--- src/rtl/sram_arbiter.sv ---
// Two-port (instruction/data) arbiter in front of a single SRAM-style memory port.
// One transaction outstanding at a time; ties alternate between the ports.
module sram_arbiter #(
    parameter int unsigned ADDR_W = 32,
    parameter int unsigned DATA_W = 32
) (
    input  logic                clk,
    input  logic                rst,

    input  logic                inst_req,
    input  logic [ADDR_W-1:0]   inst_addr,
    output logic                inst_addr_ok,
    output logic                inst_data_ok,
    output logic [DATA_W-1:0]   inst_rdata,

    input  logic                data_req,
    input  logic                data_wr,
    input  logic [DATA_W/8-1:0] data_wstrb,
    input  logic [ADDR_W-1:0]   data_addr,
    input  logic [DATA_W-1:0]   data_wdata,
    output logic                data_addr_ok,
    output logic                data_data_ok,
    output logic [DATA_W-1:0]   data_rdata,

    output logic                mem_req,
    output logic                mem_wr,
    output logic [DATA_W/8-1:0] mem_wstrb,
    output logic [ADDR_W-1:0]   mem_addr,
    output logic [DATA_W-1:0]   mem_wdata,
    input  logic                mem_gnt,
    input  logic                mem_rvalid,
    input  logic [DATA_W-1:0]   mem_rdata
);

    typedef enum logic [1:0] {StIdle, StReq, StResp} state_e;

    state_e                state_q, state_d;
    logic                  last_inst_q;  // 1 = instruction port was served most recently
    logic                  port_data_q;  // 1 = outstanding transaction belongs to data port
    logic                  wr_q;
    logic [DATA_W/8-1:0]   wstrb_q;
    logic [ADDR_W-1:0]     addr_q;
    logic [DATA_W-1:0]     wdata_q;
    logic                  inst_ok_q, data_ok_q;
    logic [DATA_W-1:0]     inst_rdata_q, data_rdata_q;
    logic                  resp_done;

    always_comb begin
        state_d      = state_q;
        inst_addr_ok = 1'b0;
        data_addr_ok = 1'b0;
        mem_req      = 1'b0;
        resp_done    = 1'b0;
        unique case (state_q)
            StIdle: begin
                if (!rst) begin
                    inst_addr_ok = inst_req && (!data_req || !last_inst_q);
                    data_addr_ok = data_req && (!inst_req || last_inst_q);
                    if (inst_addr_ok || data_addr_ok) begin
                        state_d = StReq;
                    end
                end
            end
            StReq: begin
                mem_req = !rst;
                if (mem_gnt) begin
                    state_d = StResp;
                end
            end
            StResp: begin
                if (mem_rvalid) begin
                    resp_done = 1'b1;
                    state_d   = StIdle;
                end
            end
            default: state_d = StIdle;
        endcase
    end

    // Memory-side fields read as zero whenever no request is presented.
    assign mem_wr    = mem_req & wr_q;
    assign mem_wstrb = mem_req ? wstrb_q : '0;
    assign mem_addr  = mem_req ? addr_q  : '0;
    assign mem_wdata = mem_req ? wdata_q : '0;

    assign inst_data_ok = inst_ok_q;
    assign data_data_ok = data_ok_q;
    assign inst_rdata   = inst_rdata_q;
    assign data_rdata   = data_rdata_q;

    always_ff @(posedge clk) begin
        if (rst) begin
            state_q      <= StIdle;
            last_inst_q  <= 1'b1;
            port_data_q  <= 1'b0;
            wr_q         <= 1'b0;
            wstrb_q      <= '0;
            addr_q       <= '0;
            wdata_q      <= '0;
            inst_ok_q    <= 1'b0;
            data_ok_q    <= 1'b0;
            inst_rdata_q <= '0;
            data_rdata_q <= '0;
        end else begin
            state_q   <= state_d;
            inst_ok_q <= resp_done && !port_data_q;
            data_ok_q <= resp_done && port_data_q;
            if (data_addr_ok) begin
                port_data_q <= 1'b1;
                last_inst_q <= 1'b0;
                wr_q        <= data_wr;
                wstrb_q     <= data_wstrb;
                addr_q      <= data_addr;
                wdata_q     <= data_wdata;
            end else if (inst_addr_ok) begin
                port_data_q <= 1'b0;
                last_inst_q <= 1'b1;
                wr_q        <= 1'b0;
                wstrb_q     <= '0;
                addr_q      <= inst_addr;
                wdata_q     <= '0;
            end
            if (resp_done && !wr_q) begin
                if (port_data_q) begin
                    data_rdata_q <= mem_rdata;
                end else begin
                    inst_rdata_q <= mem_rdata;
                end
            end
        end
    end

endmodule

--- config.mk ---
export PLATFORM = sky130hd
export DESIGN_NAME = sram_arbiter
export DESIGN_NICKNAME = d
export VERILOG_FILES = /design/src/rtl/sram_arbiter.sv
export SDC_FILE = /design/constraint.sdc
export NUM_CORES = 1
export LEC_CHECK = 0
export BUFFER_PORTS_ARGS = -buffer_cell sky130_fd_sc_hd__buf_4
export CAP_MARGIN = 40
export CORE_ASPECT_RATIO = 0.5
export CORE_MARGIN = 2
export CORE_UTILIZATION = 30
export DETAILED_ROUTE_END_ITERATION = 16
export SETUP_SLACK_MARGIN = 0.1
export SYNTH_ARGS = -nofsm -noshare
export SYNTH_HDL_FRONTEND = slang
export SYNTH_SLANG_ARGS = --single-unit
--- constraint.sdc ---
create_clock -name clk -period 3.55 [get_ports clk]
set_input_delay 0.71 -clock clk [delete_from_list [all_inputs] [get_ports clk]]
set_output_delay 0.71 -clock clk [all_outputs]
set_load 0.01 [all_outputs]
==> results.yml <==
global_route:
  antenna_found_initial: 0
  use_met2_pct: 29.79
  track_usage_pct: 17.85
  met1_usage_pct: 22.85
  grt_use_met3_pct: 3.575
  grt_pass1_vias: 5838
  grt_pass1_wl_um: 31710
  busiest_layer: "met2"
  grt_max_degree: 109
  grt.overflow.total: 0
pwr:
  peakVddDrop_mv: 0.2636
  powerDensity_mw_per_mm2: 431.0
  leakagePower_uw: 0.003979
logic_synthesis:
  synthCells: 693
  synth_seq_cells: 139
  synth_area_mm2: 0.006309
  syn_nets: 832
  async_flop_share_pct: 0
  netlist.area_leader.share_pct: 44.11
  yosysSeqAreaShare_pct: 44.11
  synth_commonest_cells: "139 x dfxtp_1, 97 x nand2b_1, 69 x and2_1"
  synth_area_leaders: "dfxtp_1 44%, mux2i_1 10%, nand2b_1 9.6%"
  synth_ff_type: "dfxtp_1"
  yosysTopAreaCell: "dfxtp_1"
  yosysMostFrequentCell: "dfxtp_1"
  synth-edff-count: 0
  ys_types: 33
  synth.avg_cell_area_um2: 9.103
  ys_warn_count: 0
worst_setup_path:
  cp-end-kind: "output port"
  required_ns: 2.84
  crit_arrival_ns: 2.14
  start_kind: "register"
  crit_path_max_fanout: 30
  crit_type: "reg -> out"
clock_tree:
  clkTransAtPathRegs_ns: 0.06
  clockBufferDepth: 2
  cts_tree: "done"
  htree_num_levels: 4
  hold_buffers: 0
  cts_made_buffers: 17
  clock-sinks: 139
  clk_latency_ns: 0.41
  cts_root_buf: "clkbuf_16"
  postCtsSetupBuffers: 0
  cts_resized: 0
sta:
  drv_slew: 0
  worstMarginPinSlew_ns: 0.8664
  fin_crit_ns: 2.854
  final_hold_viol_count: 0
  finalCritPeriodShare_pct: 80.40
  finalSetupTns_ns: 0
  fin_worst_skew_ns: 0.007341
  rsz0062_at_grt: "no"
  timing.hold.ws_ns: 0.4695
  finalSetupViolCount: 0
  max_slew_margin_pct: 42.24
  max_freq_ghz: 0.3504
placement:
  hpwl_um: 13650
  port_buffers: 276
  gp_congestion: 0.8022
run_status:
  status: "completed"
route:
  ant_nets: 0
  vias: 5985
  wl_per_cell_um: 16.75
  drcViolationCount: 0
  drt_iter0_drc: 394
  drtPass1Iterations: 5
  viasPerCell: 4.926
  routed_wl_um: 20350
cells_and_area:
  syn_to_final_growth_pct: 44.23
  drive_above_1_share_pct: 35.46
  antenna_cells: 0
  nNetsFinal: 1068
die:
  io_pins: 277
  rows: 37
  initial_utilization_pct: 30.62
  core_mm2: 0.02060
  die_h_um: 106.5
  die_area_mm2: 0.02228
  dieWidth_um: 209.1
run:
  maxCapViolations: 0
worst_hold_path:
  hold_class: "reg -> reg"
metal layers:
| metal | routed length (um) | share of wire [%] |
|---|---|---|
| met4 | 535 | 2.6 |
| met3 | 780 | 3.8 |
| met2 | 10140 | 50 |
| met1 | 8897 | 44 |
| met5 | 0 | 0 |
area by class of cell:
cell class	instances	area, um^2
Fill cell	2015	11500
Multi-Input combinational cell	480	3208
Inverter	1	3.754
Sequential cell	139	2783
Clock inverter	13	142.6
Timing Repair Buffer	290	2177
Clock buffer	19	442.9
Tap cell	273	341.6
power breakdown:
part	switching, uW	leakage [uW]	internal [uW]
Combinational	251	0.00258	238
Sequential	38.9	0.00113	1630
Clock	711	0.000272	1060
Total	1000	0.00398	2920
cells by family (layout without fill, tap and decap cells):
group | count (synthesis) | count (layout) | synth area share (%)
flops | 139 | 139 | 44.11
mux | 64 | 64 | 10.15
compound gates | 168 | 168 | 15.95
buf+inv | 74 | 323 | 5.434
simple gates | 248 | 248 | 24.36
flip-flops by register name, indices dropped and copies added, names as in the netlist:
register      cells
wstrb_q           4
last_inst_q       1
inst_data_ok      1
port_data_q       1
wr_q              1
addr_q           32
data_rdata       32
inst_rdata       32
wdata_q          32
state_q           2
data_data_ok      1
final timing paths:
check	from	to	slack (ns)	depth (start not counted)
worst min register to register	wdata_q[28]	wdata_q[28]	0.47	1
worst max register to register	last_inst_q	wdata_q[8]	1.64	4
worst max-delay path	state_q[1]	data_addr_ok	0.70	3
worst min-delay path	wdata_q[28]	wdata_q[28]	0.47	1
cell usage in the layout, fill, tap and decap left out, types with 17 or more instances in the layout:
cell type,instances
buf_4,290
mux2i_1,64
nand2b_1,96
dfxtp_1,139
a21oi_1,64
nand3_1,33
o21ai_0,57
clkbuf_16,17
nand4_1,28
and2_1,69
a311oi_1,32
through the flow:
| stage | power, uW | instances | setup WS [ns] | utilization [%] | cell area, um^2 |
|---|---|---|---|---|---|
| after floorplan | 1959 | 693 | 1.179 | - | 6309 |
| after global placement | 2178 | 1183 | 0.8507 | 41.32 | 8513 |
| after detailed placement | 2188 | 1183 | 0.8108 | 41.32 | 8513 |
| after CTS | 3978 | 1215 | 0.6813 | 44.17 | 9099 |
| after global routing | 4096 | 1215 | 0.5754 | 44.17 | 9099 |
| final | 3922 | 1215 | 0.6958 | 44.17 | 9099 |
critical path, cell delays in order (launching register included):
cell     delay (ns)
dfxtp_1        0.43
or3_4          0.60
nor3_4         0.48
buf_4          0.21
Note: power is estimated with default switching activity, not from simulation.
